==> config.mk <==
export PLATFORM = sky130hd
export DESIGN_NAME = sum_1to10_control_unit
export DESIGN_NICKNAME = d
export VERILOG_FILES = /design/src/rtl/sum_1to10_control_unit.sv
export SDC_FILE = /design/constraint.sdc
export NUM_CORES = 1
export LEC_CHECK = 0
export BUFFER_PORTS_ARGS = -buffer_cell sky130_fd_sc_hd__buf_2
export CAP_MARGIN = 20
export CORE_MARGIN = 5
export CORE_UTILIZATION = 50
export CTS_BUF_LIST = sky130_fd_sc_hd__clkbuf_2
export DETAILED_ROUTE_END_ITERATION = 6
export PLACE_DENSITY_LB_ADDON = 0.25
export SYNTH_ARGS = -nofsm -noshare
export SYNTH_HDL_FRONTEND = slang
export SYNTH_SLANG_ARGS = --single-unit
==> constraint.sdc <==
create_clock -name clk -period 2 [get_ports clk]
set_input_delay 0.4 -clock clk [delete_from_list [all_inputs] [get_ports clk]]
set_output_delay 0.4 -clock clk [all_outputs]
set_load 0.01 [all_outputs]
==> src/rtl/sum_1to10_control_unit.sv <==
// Control unit for the sum-of-1-to-10 dedicated processor.
// Runs the init/compare/add/increment loop on the datapath and
// hands the committed sum to the host with a done/ack handshake.
//
// Ports:
//   clk, rst      clock; asynchronous active-high reset
//   start         run request, sampled only in IDLE
//   ack           host acknowledge, releases DONE or ERROR
//   not_iLe10     datapath status, 1 when i > 10
//   sumSrcSel     sum mux select (0: const 0, 1: adder)
//   iSrcSel       i mux select (0: const 0, 1: adder)
//   sumLoad       sum register load enable
//   iLoad         i register load enable
//   adderSrcSel   adder operand A (0: sum, 1: const 1)
//   OutLoad       output register load enable
//   busy          high while the loop is running
//   done          high in DONE
//   err           high in ERROR (iteration watchdog tripped)
//   iter_count    completed loop iterations, saturating
//   cycle_count   busy cycles in the run, saturating
module sum_1to10_control_unit #(
   parameter int unsigned MAX_ITER = 16
) (
   input  logic       clk,
   input  logic       rst,
   input  logic       start,
   input  logic       ack,
   input  logic       not_iLe10,
   output logic       sumSrcSel,
   output logic       iSrcSel,
   output logic       sumLoad,
   output logic       iLoad,
   output logic       adderSrcSel,
   output logic       OutLoad,
   output logic       busy,
   output logic       done,
   output logic       err,
   output logic [7:0] iter_count,
   output logic [7:0] cycle_count
);

   typedef enum logic [2:0] {
      IDLE,
      INIT,
      CHECK,
      ADD,
      INC,
      OUTPUT,
      DONE,
      ERROR
   } state_t;

   state_t state;
   state_t state_nxt;

   logic iter_limit;

   // Watchdog compare is done at full width so any MAX_ITER is legal;
   // values above 255 can never match the saturating counter.
   assign iter_limit = (32'(iter_count) == MAX_ITER);

   always_ff @(posedge clk or posedge rst) begin
      if (rst) begin
         state <= IDLE;
      end else begin
         state <= state_nxt;
      end
   end

   always_comb begin
      state_nxt = state;
      unique case (state)
         IDLE: begin
            if (start) begin
               state_nxt = INIT;
            end
         end
         INIT: begin
            state_nxt = CHECK;
         end
         CHECK: begin
            // Loop exit has priority over the watchdog.
            if (not_iLe10) begin
               state_nxt = OUTPUT;
            end else if (iter_limit) begin
               state_nxt = ERROR;
            end else begin
               state_nxt = ADD;
            end
         end
         ADD: begin
            state_nxt = INC;
         end
         INC: begin
            state_nxt = CHECK;
         end
         OUTPUT: begin
            state_nxt = DONE;
         end
         DONE: begin
            if (ack) begin
               state_nxt = IDLE;
            end
         end
         ERROR: begin
            if (ack) begin
               state_nxt = IDLE;
            end
         end
         default: begin
            state_nxt = IDLE;
         end
      endcase
   end

   always_comb begin
      sumSrcSel   = 1'b0;
      iSrcSel     = 1'b0;
      sumLoad     = 1'b0;
      iLoad       = 1'b0;
      adderSrcSel = 1'b0;
      OutLoad     = 1'b0;
      busy        = 1'b0;
      done        = 1'b0;
      err         = 1'b0;
      unique case (state)
         INIT: begin
            sumLoad = 1'b1;
            iLoad   = 1'b1;
            busy    = 1'b1;
         end
         CHECK: begin
            busy = 1'b1;
         end
         ADD: begin
            sumSrcSel = 1'b1;
            sumLoad   = 1'b1;
            busy      = 1'b1;
         end
         INC: begin
            adderSrcSel = 1'b1;
            iSrcSel     = 1'b1;
            iLoad       = 1'b1;
            busy        = 1'b1;
         end
         OUTPUT: begin
            OutLoad = 1'b1;
            busy    = 1'b1;
         end
         DONE: begin
            done = 1'b1;
         end
         ERROR: begin
            err = 1'b1;
         end
         default: begin
         end
      endcase
   end

   // Counters clear when a run is accepted and hold otherwise,
   // so the host can read them after DONE or ERROR.
   always_ff @(posedge clk or posedge rst) begin
      if (rst) begin
         iter_count  <= 8'd0;
         cycle_count <= 8'd0;
      end else if (state == IDLE && start) begin
         iter_count  <= 8'd0;
         cycle_count <= 8'd0;
      end else begin
         if (busy && cycle_count != 8'hFF) begin
            cycle_count <= cycle_count + 8'd1;
         end
         if (state == INC && iter_count != 8'hFF) begin
            iter_count <= iter_count + 8'd1;
         end
      end
   end

endmodule

Word level (Yosys, flattened, before mapping):

Index checks and enable logic that the tools add are counted.

* bits in registers: 19

* add/sub/neg operators: 2
* equal/unequal tests: 12
* multiplexer cells: 17
* reductions and logical operators: 11

Operators by type and width (count)
* 2-to-1 mux 8 bit: 4
* case mux 3 bit (6 select lines): 1
* adder 8 x 1 -> 8 bit, second input constant: 2
* inequality test 8 bit, second input constant: 2
* equality test 3 bit, second input constant: 4
* 2-to-1 mux 3 bit: 4
* equality test 8 x 5 -> 1 bit, second input constant: 1
* 2-to-1 mux 1 bit: 8
* equality test 3 x 2 -> 1 bit, second input constant: 2
* OR reduction 2 bit: 3
* OR reduction 5 bit: 1
* nonzero test 2 bit: 2
* equality test 3 x 1 -> 1 bit, second input constant: 1
* logical AND 1 bit: 3
* logical NOT 3 bit: 1
* inequality test 2 x 1 -> 1 bit, second input constant: 1
* inequality test 2 bit, second input constant: 1
* AND reduction 2 bit: 1

Depth between registers and ports, before layout:

Gate-level depths: netlist of run 1.

* depth in word-level cells: 6
* gate-level depth with buffers: 6

Least setup slack after synthesis of run 1:

OpenSTA, ideal clock, no wires.

* kind: register to register
* start point: reg cycle_count[0]
* end point: reg cycle_count[6]
* slack: 435 ps
* stages on the path, launching flop included: 6
* path buffers: 0
* data required time: 1922 ps
* library setup time: 78 ps
* arrival time: 1487 ps
* cell sequence: dfrtp_1 ha_1 nand3_1 o22ai_1 or4_1 a21oi_1

* cells in the longest elaborated chain, start to end: 3
* elaborated cells between the ends (all ways): 6
* those cells by class: 1 x add/sub; 1 x eq/ne; 2 x mux; 2 x reduce/logical

RTL lines
* from (decl): RTL line 39 `output logic [7:0] cycle_count`
* from (signal assigned): RTL line 172 `cycle_count <= cycle_count + 8'd1;`
* adder 8 x 1 -> 8 bit or inequality test 8 bit (tied branches): RTL line 172, 171
* 2-to-1 mux 8 bit or logical AND 1 bit (tied branches): RTL line 171 `if (busy && cycle_count != 8'hFF) begin`
* 2-to-1 mux 8 bit or nonzero test 2 bit (tied branches)

Several ways; a longest one is shown, not always the timed one. The select of a mux whose other input is x is not followed.
A chain may end at the register's enable or synchronous reset.

Final worst setup path of run 1:

* start point: reg state[2]
* end point: out busy

* cells in the longest elaborated chain, start to end: 3
* elaborated cells between the ends (all ways): 7
* those cells by class: 5 x eq/ne; 1 x mux; 1 x reduce/logical

RTL lines
* from (decl): RTL line 53 `state_t state;`
* from (signal assigned): RTL line 66 `state <= state_nxt;`
* equality test 3 bit (tied with other cells): RTL line 126 `unique case (state)`
* OR reduction 5 bit (no source line) (*)
* 2-to-1 mux 1 bit (*): RTL line 126
* to (decl): RTL line 35 `output logic busy,`

Every way passes the cells marked *; elsewhere a longest branch is shown, timed or not.

==> results of run 1 <==
==> per-layer routing <==
metal  part of all wire  vias to the layer above  global-route usage
met5                  0                        -                   0
met4              0.018                        0             0.08414
met2               0.47                       33              0.2902
li1                   -                      548                   -
met1               0.45                      550              0.2139
met3              0.055                        9             0.03509
==> worst max-delay path, cell delays in order (launching register included) <==
cell     delay (ps)
dfrtp_2         470
ha_1            330
or2_2           300
buf_2           140
==> report_power, final <==
group	internal [mW]	total, mW	switching [mW]
sequential	0.529	0.736	0.207
clock	0.0530	0.173	0.120
combinational	0.519	1.18	0.662
total	1.10	2.09	0.988
==> worst max path at each step <==
stage / cells after the start / to / startpoint / slack (ps)
2_1_floorplan: 5 / cycle_count[6] / cycle_count[0] / 440
5_1_grt: 3 / busy / state[1] / 2
3_5_place_dp: 4 / cycle_count[1] / state[1] / 180
4_1_cts: 3 / busy / state[2] / 3
3_3_place_gp: 5 / iter_count[4] / state[1] / 240
6_report: 3 / busy / state[2] / 50
==> repair_timing <==
action / 4_1_cts / 5_1_grt
buffers inserted: 1 / 1
cloned: 0 / 0
resized for setup: 1 / 2
hold buffers: 0 / 0
endpoints found under the setup margin: 3 / 3
==> registers in the layout, summed over array words and instances (netlist names) <==
register	flops
cycle_count	8
iter_count	8
state	3
==> logic make-up after synthesis <==
| kind of cell | Yosys count |
|---|---|
| compound gates | 36 |
| xor+xnor | 4 |
| fa+ha+maj | 4 |
| buf+inv | 14 |
| flops | 19 |
| mux | 1 |
| simple gates | 53 |
==> area by class of cell <==
type | instances | area, µm² | area share
multi-input cells | 98 | 653.1 | 0.4652
flip-flops and latches | 19 | 478.0 | 0.3405
repair buffers | 34 | 182.7 | 0.1301
inverters | 8 | 35.03 | 0.02496
well taps | 28 | 35.03 | 0.02496
clock buffers | 4 | 20.02 | 0.01426
==> per-stage QoR <==
| step | power [mW] | cells | setup WS (ps) | hold WS [ps] |
|---|---|---|---|---|
| finish | 2.090 | 191 | 51.02 | 160.9 |
| global route | 2.274 | 191 | 1.679 | 215.7 |
| CTS | 2.075 | 190 | 3.036 | 179.2 |
| detailed placement | 1.885 | 185 | 184.5 | 539.9 |
| global placement | 1.840 | 185 | 242.4 | 539.1 |
| floorplan | 1.497 | 131 | 435.1 | 351.1 |
==> cells in the mapped netlist (all sizes together), types with 3 or more instances <==
cell type / n
dfrtp: 19
o21ai: 11
inv: 7
nand2: 9
a21oi: 3
nor2: 9
o211ai: 4
nor3: 3
clkbuf: 4
or3: 3
ha: 4
nand3: 10
xor2: 3
o31ai: 3
==> impl_metrics.tcl, run 1 <==
set metrics [dict create \
    regToRegSetupSlack_ps 200 \
    synth_seq_cells 19 \
    rr_startpoint "state[1]" \
    ys_dominant_reg_cell "dfrtp_1" \
    fin_worst_skew_ps 4.756 \
    arrival_ps 1550 \
    cp-start-kind "flip-flop" \
    viasPerCell 5.969 \
    grt_usage 0.1744 \
    tns_ps 0 \
    ys_async_sr_fraction 1.000 \
    r2r-end "cycle_count[6]" \
    power_density_mw_per_mm2 1489 \
    path_class "reg2out" \
    grt_max_degree 20 \
    postRouteAntennaNets 0 \
    postLayoutCoreUtil 0.6286 \
    start_util 0.5322 \
    path_max_fanout 4 \
    synth-xor-area-share 0.02947 \
    place_hpwl_um 2124 \
    portBuffers 29 \
    drv_slew 0 \
    syn_area_per_cell_um2 9.074 \
    yosys.area_share.simple 0.2537 \
    design_area_mm2 0.001404 \
    rsz0062_at_grt "false" \
    synth_top_area_frac 0.4000 \
    synth_edf_count 0 \
    cts-root-buf "clkbuf_2" \
    cts_buffers 3 \
    drc_errors 0 \
    slew_headroom 0.5274 \
    syn_nets 140 \
    die_w_um 58.76 \
    core-area_mm2 0.002233 \
    maxCapViolations 0 \
    ir_worst_vdd_v 0.0007965 \
    ys_warn_count 0 \
    status "finished clean" \
    overflow 0 \
    mostFrequentLayoutCell "buf_2" \
    antenna_found_initial 0 \
    hp-class "in2async" \
    p_leak_nw 0.6531 \
    diodes 0 \
    setup_viol 0 \
    clk_pin_slew_worst_paths_ps 180 \
    hold_viol_final 0 \
    min_period_ps 1949 \
    wire_per_inst_um 14.80 \
    synth_top_family_by_area "simple AND/OR/NAND/NOR gates" \
    finalNetCount 173 \
    wirelength_um 2827 \
    place_area_mm2 0.001364 \
    crit_path_end_kind "output port" \
    areaGrowthSynthToFinish_pct 18.11 \
    grt_pass1_vias 1100 \
    cts_buffer_depth 2 \
    fin_crit_sh 0.9745 \
    critical_path_required_ps 1600 \
    cts_tree "built" \
    syn_inst 131 \
    vias 1140 \
    gp_congestion 0.7713 \
    muxShareOfSynthArea 0.008421 \
    cts_htree_levels 1 \
    synth_compound_area_frac 0.2137 \
    ios 30 \
    ys_seq_area_frac 0.4000 \
    grt_pass1_wl_um 4740 \
    netlist_area_mm2 0.001189 \
    clock.fmax_ghz 0.5131 \
    final_cell_mix "29 x buf_2, 17 x dfrtp_1, 10 x nand3_1, 10 x o21ai_0" \
    rows 17 \
    first_iter_violations 35 \
    synth_cell_types 48 \
    yosys-top-cells-area "dfrtp_1 40%, ha_1 4.2%, nand3_1 4.2%" \
    rr_worst_depth 5 \
    dieArea_mm2 0.003452 \
    layout-drive-gt1-share 0.2883 \
    first_pass_iters 4 \
    die_y_um 58.76 \
    fillers 195 \
    synth_fa_ha_area_frac 0.04211 \
    tightestPinTransition_ps 708.1 \
    synth_top_area_cell "dfrtp_1" \
    clock_sinks 19 \
    clock_latency_ps 310 \
]
(Power assumes the default switching activity.)
==> inputs of run 2 (changes only) <==
Settings changed: CELL_PAD_IN_SITES_DETAIL_PLACEMENT set to 1, CELL_PAD_IN_SITES_GLOBAL_PLACEMENT set to 1, CORE_UTILIZATION 50 to 40.
==> run 2 against run 1 <==
Against the previous run:
- flip-flop and latch count is the same
- largest cell class unchanged
- die area grew 21%
- sequential power grew 4.8%
- utilization shrank 12 points
- design area grew 1.8%
- critical endpoint is now iSrcSel
==> impl_metrics.tcl, run 2 (synthesis results as in run 1) <==
set metrics [dict create \
    status "finished clean" \
    layout-drive-gt1-share 0.3049 \
    core-area_mm2 0.002805 \
    place_hpwl_um 2480 \
    grt_usage 0.1685 \
    hp-class "in2async" \
    postRouteAntennaNets 0 \
    fin_hold_ws_ps 185.0 \
    viasPerCell 5.821 \
    slowest_delay_ps 490 \
    mostFrequentLayoutCell "buf_2" \
    cts_buffers 3 \
    min_period_ps 1910 \
    grt_pass1_wl_um 5554 \
    antenna_found_initial 0 \
    cts_tree "built" \
    critPathSlowestCell "dfrtp_2" \
    hold_viol_final 0 \
    critPathTopFamily "flip-flops" \
    finalNetCount 174 \
    rsz0062_at_grt "false" \
    setup_slack_ps 90.16 \
    maxCapViolations 0 \
    areaGrowthSynthToFinish_pct 20.21 \
    die_y_um 64.51 \
    stdcell_count 195 \
    tightestPinTransition_ps 761.1 \
    critical_path_required_ps 1600 \
    p_leak_nw 0.6566 \
    setup_viol 0 \
    tns_ps 0 \
    start_util 0.4237 \
    fin_crit_sh 0.9549 \
    grt_max_degree 20 \
    hold_buffers 0 \
    dp.cells 189 \
    design_area_mm2 0.001429 \
    arrival_ps 1510 \
    dieArea_mm2 0.004162 \
    fin_worst_skew_ps 5.500 \
    clock_sinks 19 \
    place_area_mm2 0.001375 \
    clock_latency_ps 310 \
    worstPathCellList "or3b_4, clkinv_4, buf_2" \
    power_density_mw_per_mm2 1514 \
    cts_buffer_depth 2 \
    first_iter_violations 31 \
    final_cell_mix "29 x buf_2, 16 x dfrtp_1, 10 x nand3_1, 10 x o21ai_0" \
    crit_path_end_kind "output port" \
    ios 30 \
    cp-start-kind "flip-flop" \
    path_max_fanout 7 \
    fin_total_pwr_mw 2.164 \
    ir_worst_vdd_v 0.0005212 \
    drv_slew 0 \
    wirelength_um 3314 \
    path_buf_inv 2 \
    cts-root-buf "clkbuf_2" \
    first_pass_iters 4 \
    postLayoutCoreUtil 0.5094 \
    overflow 0 \
    largestRegisters "cycle_count x8, iter_count x8, state x3" \
    dp_slack_ps 264.1 \
    clock.fmax_ghz 0.5236 \
    path_class "reg2out" \
    slew_headroom 0.4920 \
    fillers 343 \
    drc_errors 0 \
    wire_per_inst_um 16.99 \
    clk_pin_slew_worst_paths_ps 190 \
    grt_pass1_vias 1161 \
    cts_htree_levels 1 \
    die_w_um 64.51 \
    vias 1135 \
    gp_congestion 0.8784 \
    rows 19 \
    portBuffers 29 \
    diodes 0 \
]
-- run 2: cell count changes in the layout (fill, tap and decap cells not counted), sizes merged --
| cell | previous run | this run |
|---|---|---|
| buf | 34 | 35 |
-- run 2: cell type report --
| class | count | area, µm² | area share |
|---|---|---|---|
| inverters | 8 | 35.03 | 0.02452 |
| flip-flops and latches | 19 | 479.2 | 0.3354 |
| multi-input cells | 98 | 665.6 | 0.4658 |
| clock buffers | 4 | 20.02 | 0.01401 |
| repair buffers | 35 | 190.2 | 0.1331 |
| well taps | 31 | 38.79 | 0.02715 |
-- run 2: where the power goes --
| group | switching, mW | internal, mW |
|---|---|---|
| combinational | 0.666 | 0.551 |
| clock | 0.123 | 0.0530 |
| sequential | 0.242 | 0.529 |
-- run 2: per-layer routing --
layer,GRT usage,vias to the layer above,share of wire
met5,0,-,0
met4,0.05277,0,0.011
met3,0.02245,4,0.028
met2,0.3028,23,0.51
met1,0.2091,559,0.45
li1,-,549,-
-- run 2: worst register-to-register path: stages (launching register included) --
cell and delay (ps):
dfrtp_2 500, buf_4 160, nor3b_2 250, o22ai_1 240
or4_1 440, a21oi_1 160
-- run 2: final timing paths --
check                                      end          start  slack [ps]  depth (start not counted)
worst max-delay path                   iSrcSel       state[0]          90                          3
worst min-delay path            cycle_count[0]            rst         180                          2
worst max register to register  cycle_count[6]       state[1]         190                          5
worst min register to register   iter_count[6]  iter_count[6]         590                          1
max in group asynchronous             state[0]            rst        1300                          2
min in group clk                      state[1]      not_iLe10         380                          4
-- run 2: what timing repair did --
action                                  CTS  global route
resized for setup                         3             2
endpoints found under the setup margin    3             3
endpoints found under the hold margin     0             0
setup buffers                             0             2
cloned                                    0             0
